`src/rtl/mem_arbiter.sv`:
```
// Two-requester arbiter for a single-ported memory with fixed read latency.
// Requester 0 is instruction fetch, requester 1 is load/store. Writes finish
// in the grant cycle; a read blocks further grants until its data returns.
module mem_arbiter #(
  parameter int AW  = 12,
  parameter int DW  = 32,
  parameter int LAT = 2
) (
  input  logic          clk,
  input  logic          rst,
  input  logic          req0,
  input  logic          req1,
  input  logic          we0,
  input  logic          we1,
  input  logic [AW-1:0] addr0,
  input  logic [AW-1:0] addr1,
  input  logic [DW-1:0] wdata0,
  input  logic [DW-1:0] wdata1,
  output logic          gnt0,
  output logic          gnt1,
  output logic          rvalid0,
  output logic          rvalid1,
  output logic [DW-1:0] rdata0,
  output logic [DW-1:0] rdata1,
  output logic          mem_en,
  output logic          mem_we,
  output logic [AW-1:0] mem_addr,
  output logic [DW-1:0] mem_wdata,
  input  logic [DW-1:0] mem_rdata,
  output logic          busy
);

  typedef enum logic {IDLE, WAIT} state_t;

  localparam logic [2:0] LAT_C = 3'(LAT);

  state_t     state, state_nx;
  logic [2:0] cnt, cnt_nx;
  logic       owner, owner_nx;
  logic       prio, prio_nx;
  logic       open;
  logic       win;

  // Read data is broadcast; only the rvalid strobes are qualified.
  assign rdata0 = mem_rdata;
  assign rdata1 = mem_rdata;

  // State, latency counter, read owner and round-robin pointer.
  always_ff @(posedge clk) begin
    if (rst) begin
      state <= IDLE;
      cnt   <= '0;
      owner <= 1'b0;
      prio  <= 1'b0;
    end else begin
      state <= state_nx;
      cnt   <= cnt_nx;
      owner <= owner_nx;
      prio  <= prio_nx;
    end
  end

  // Arbitration, command mux, read-return strobes and next-state logic.
  always_comb begin
    state_nx  = state;
    cnt_nx    = cnt;
    owner_nx  = owner;
    prio_nx   = prio;
    gnt0      = 1'b0;
    gnt1      = 1'b0;
    rvalid0   = 1'b0;
    rvalid1   = 1'b0;
    mem_en    = 1'b0;
    mem_we    = 1'b0;
    mem_addr  = '0;
    mem_wdata = '0;
    busy      = 1'b0;

    // The data-return cycle of a read doubles as an IDLE cycle, which is
    // what allows back-to-back reads every LAT cycles.
    open = (state == IDLE) || (cnt == 3'd1);
    win  = (req0 && req1) ? prio : req1;

    if (state == WAIT) begin
      if (cnt == 3'd1) begin
        rvalid0  = ~owner;
        rvalid1  = owner;
        state_nx = IDLE;
        cnt_nx   = '0;
      end else begin
        busy   = 1'b1;
        cnt_nx = cnt - 3'd1;
      end
    end

    if (open && (req0 || req1)) begin
      gnt0      = ~win;
      gnt1      = win;
      mem_en    = 1'b1;
      mem_we    = win ? we1 : we0;
      mem_addr  = win ? addr1 : addr0;
      mem_wdata = win ? wdata1 : wdata0;
      prio_nx   = ~win;
      if (!mem_we) begin
        state_nx = WAIT;
        cnt_nx   = LAT_C;
        owner_nx = win;
      end
    end

    // Outputs are forced quiet for the whole reset cycle, not just after it.
    if (rst) begin
      gnt0    = 1'b0;
      gnt1    = 1'b0;
      rvalid0 = 1'b0;
      rvalid1 = 1'b0;
      mem_en  = 1'b0;
      mem_we  = 1'b0;
      busy    = 1'b0;
    end
  end

endmodule

```
`config.mk`:
```
export PLATFORM = sky130hd
export DESIGN_NAME = mem_arbiter
export DESIGN_NICKNAME = d
export VERILOG_FILES = /design/src/rtl/mem_arbiter.sv
export SDC_FILE = /design/constraint.sdc
export NUM_CORES = 1
export LEC_CHECK = 0
export CAP_MARGIN = 10
export CORE_AREA = 2 2 95 97
export DETAILED_ROUTE_END_ITERATION = 12
export DIE_AREA = 0 0 97 99
export DONT_BUFFER_PORTS = 1
export PLACE_DENSITY_LB_ADDON = 0.1
export SLEW_MARGIN = 20
export SYNTH_ARGS = -nofsm -noshare
export SYNTH_HDL_FRONTEND = slang
export SYNTH_SLANG_ARGS = --single-unit
export TNS_END_PERCENT = 30
```
`constraint.sdc`:
```
create_clock -name clk -period 1.86 [get_ports clk]
set_input_delay 0.279 -clock clk [delete_from_list [all_inputs] [get_ports clk]]
set_output_delay 0.279 -clock clk [all_outputs]
set_load 0.01 [all_outputs]
```
==> results of run 1 <==
## registers in the layout, summed over array words and instances, names as in the netlist
| signal | count |
|---|---|
| cnt | 3 |
| state | 1 |
| owner | 1 |
| prio | 1 |
## layer usage
| layer | wire length [µm] | up-vias |
|---|---|---|
| met2 | 2462 | 100 |
| met3 | 504 | 16 |
| met4 | 162 | 0 |
| li1 | - | 432 |
| met5 | 0 | - |
| met1 | 1739 | 450 |
## layout make-up
type                       count  area [µm²]
tap                          108       135.1
inverter                       5       18.77
fill                         927        7071
multi-input combinational     81       957.2
clock buffer                   3       41.29
timing repair buffer          15       203.9
sequential                     6       123.9
## synthesized netlist by cell type (2+ instances only)
| master | n | area share (%) |
|---|---|---|
| a21oi_1 | 4 | 1.4 |
| nand2_1 | 3 | 0.79 |
| buf_6 | 4 | 3.1 |
| nor3_1 | 2 | 0.70 |
| clkbuf_1 | 2 | 0.52 |
| nor2_1 | 5 | 1.3 |
| a22o_1 | 3 | 1.8 |
| buf_4 | 68 | 36 |
| nand3b_1 | 2 | 1.0 |
| a22o_2 | 41 | 29 |
| inv_1 | 5 | 1.3 |
| ha_1 | 2 | 1.7 |
| dfxtp_1 | 6 | 8.4 |
## path summary, 6_finish.rpt
| path | start | endpoint | slack [ns] | cells after the start |
|---|---|---|---|---|
| min | rst | prio$_SDFFE_PP0P_ | 0.12 | 1 |
| max | cnt[1]$_SDFF_PP0_ | gnt0 | -0.07 | 7 |
| max reg2reg | cnt[1]$_SDFF_PP0_ | owner$_SDFFE_PP0P_ | 0.29 | 9 |
| min reg2reg | prio$_SDFFE_PP0P_ | prio$_SDFFE_PP0P_ | 0.50 | 1 |
## cell families after synthesis
group,count (synthesis),synth area share [%]
buffers and inverters,80,41.00
AO/OA/AOI/OAI,55,37.15
AND/OR/NAND/NOR,22,10.40
flip-flops,6,8.392
adder cells (fa/ha/maj),2,1.748
XOR/XNOR,1,0.6120
multiplexers,1,0.6993
## power groups by stage
| stage | Clock, W | Sequential [W] | Combinational (W) |
|---|---|---|---|
| 2_1_floorplan | 0 | 0.000165 | 0.000579 |
| 3_3_place_gp | 0 | 0.000175 | 0.000510 |
| 3_5_place_dp | 0 | 0.000176 | 0.000508 |
| 4_1_cts | 0.000201 | 0.000178 | 0.000543 |
| 5_1_grt | 0.000209 | 0.000182 | 0.000721 |
| 6_report | 0.000197 | 0.000178 | 0.000672 |
## stage by stage
step	worst slack (ns)	total power (W)
floorplan	0.1567	0.0007438
global placement	0.05286	0.0006856
detailed placement	0.04510	0.0006838
CTS	-0.08615	0.0009220
global route	-0.1357	0.001112
finish	-0.06711	0.001048
## timing repair
action | CTS | global route
setup endpoints to repair | 47 | 47
pin swaps | 0 | 28
buffers inserted | 1 | 2
gates resized for setup | 13 | 28
cloned | 1 | 3
==> impl_metrics.env, run 1 <==
export IMPL_fin_crit_sh_pct=103.6
export IMPL_htreeDepth=1
export IMPL_place_area_um2=1096
export IMPL_relSlewSlack_pct=72.30
export IMPL_use_met1_pct=8.188
export IMPL_crit_arrival_ns=1.65
export IMPL_syn_inst=167
export IMPL_endpoint_kind="primary output"
export IMPL_p_clk_share_pct=18.8
export IMPL_grt_busiest_layer="met2"
export IMPL_utilization_pct=17.31
export IMPL_hold_violations=0
export IMPL_p_seq_share_pct=17.0
export IMPL_insertion_delay_ns=0.22
export IMPL_cap_viol_max_count=0
export IMPL_place_inst=208
export IMPL_critPathBufInv=2
export IMPL_rows=34
export IMPL_dieArea_um2=9603
export IMPL_start_util_pct=16.74
export IMPL_cts_buffer_depth=2
export IMPL_slew_violations=0
export IMPL_grt_usage_pct=7.976
export IMPL_clkTransAtPathRegs_ns=0.04
export IMPL_place_congestion=0.6548
export IMPL_grt_ovfl_total=0
export IMPL_cp_start_kind="flip-flop"
export IMPL_dr_pass1_iters=4
export IMPL_antenna_cells=0
export IMPL_synth_edff_count=0
export IMPL_final_nets=240
export IMPL_crit_family="simple AND/OR/NAND/NOR gates"
export IMPL_final_cell_mix="a22o_4, a22o_2, buf_4"
export IMPL_antenna_found_initial=0
export IMPL_cpPeakStageDelay_ns=0.39
export IMPL_fmax_ghz=0.5189
export IMPL_finalClockSkew_ns=0.0004515
export IMPL_worst_setup_path_type="reg2out"
export IMPL_num_vias=998
export IMPL_cts_hold_buf=0
export IMPL_synth_area_um2=1431
export IMPL_syn_nets=295
export IMPL_yosysWarnings=0
export IMPL_drcViolationCount=0
export IMPL_first_global_vias=964
export IMPL_drt_antenna_violating_nets=0
export IMPL_vias_per_cell=4.578
export IMPL_routedWlPerCell_um=22.33
export IMPL_p_int_w=0.0006448
export IMPL_die_x_um=97
export IMPL_finalCriticalPeriod_ns=1.927
export IMPL_final_layout_size_suffix_gt1_share_pct=70.00
export IMPL_final_cell_area_um2=1480
export IMPL_cts_sinks=6
export IMPL_powerDensity_nw_per_um2=707.7
export IMPL_crit_fanout=4
export IMPL_critical_path_required_ns=1.58
export IMPL_ir_drop_uv=358.8
export IMPL_final_common_cell="a22o_4"
export IMPL_drtIter0Drc=13
export IMPL_hold_slack_ns=0.1180
export IMPL_rsz0062_at_grt="true"
export IMPL_synth_area_per_cell_um2=8.571
export IMPL_io_pins=241
export IMPL_synth_distinct_cells=33
export IMPL_violations="setup timing"
export IMPL_ys_seq_area_share_pct=8.392
export IMPL_min_path_type="in2reg"
export IMPL_p_leak_nw=0.6040
export IMPL_worstMarginPinSlew_ns=0.4150
export IMPL_grtUsageMet2_pct=14.21
export IMPL_cts_root_buf="clkbuf_8"
export IMPL_synth_async_sr_flop_share_pct=0
export IMPL_run_status="finished, violations left"
export IMPL_fp_dieH_um=99
export IMPL_cts_tree="built"
export IMPL_grt_pass1_wl_um=5871
export IMPL_core_um2=8551
export IMPL_synth_seq_cells=6
export IMPL_combPwrFrac_pct=64.2
export IMPL_worst_slack_ns=-0.06711
export IMPL_cp_slowest_cell="or3_4"
export IMPL_path_cells="inv_2 -> ha_4 -> nand2b_4 -> and2_4 -> or3_4 -> a21oi_2 -> buf_4"
export IMPL_grt_max_degree=30
export IMPL_hpwl_um=3725
export IMPL_port_buffers=0
export IMPL_syn2layout_area_growth_pct=3.409
export IMPL_sw_frac_of_total_pct=38.45
export IMPL_ys_flop_type="dfxtp_1"
export IMPL_numCtsBuffers=3
export IMPL_p_switching_w=0.0004027
export IMPL_layoutNonFillerInstCount=218
export IMPL_finalSetupTns_ns=-0.3651
export IMPL_setup_violations_final=21
export IMPL_grt_use_met3_pct=2.908
export IMPL_routed_wl_um=4869
Power figures use the tool's default switching activity.
==> run 2: changes to the inputs <==
- ABC_CLOCK_PERIOD_IN_PS: default -> 1860
- CTS_CLUSTER_SIZE: default -> 40
==> results of run 2 <==
The final DEF is identical to that of run 1; final timing and power are the same.
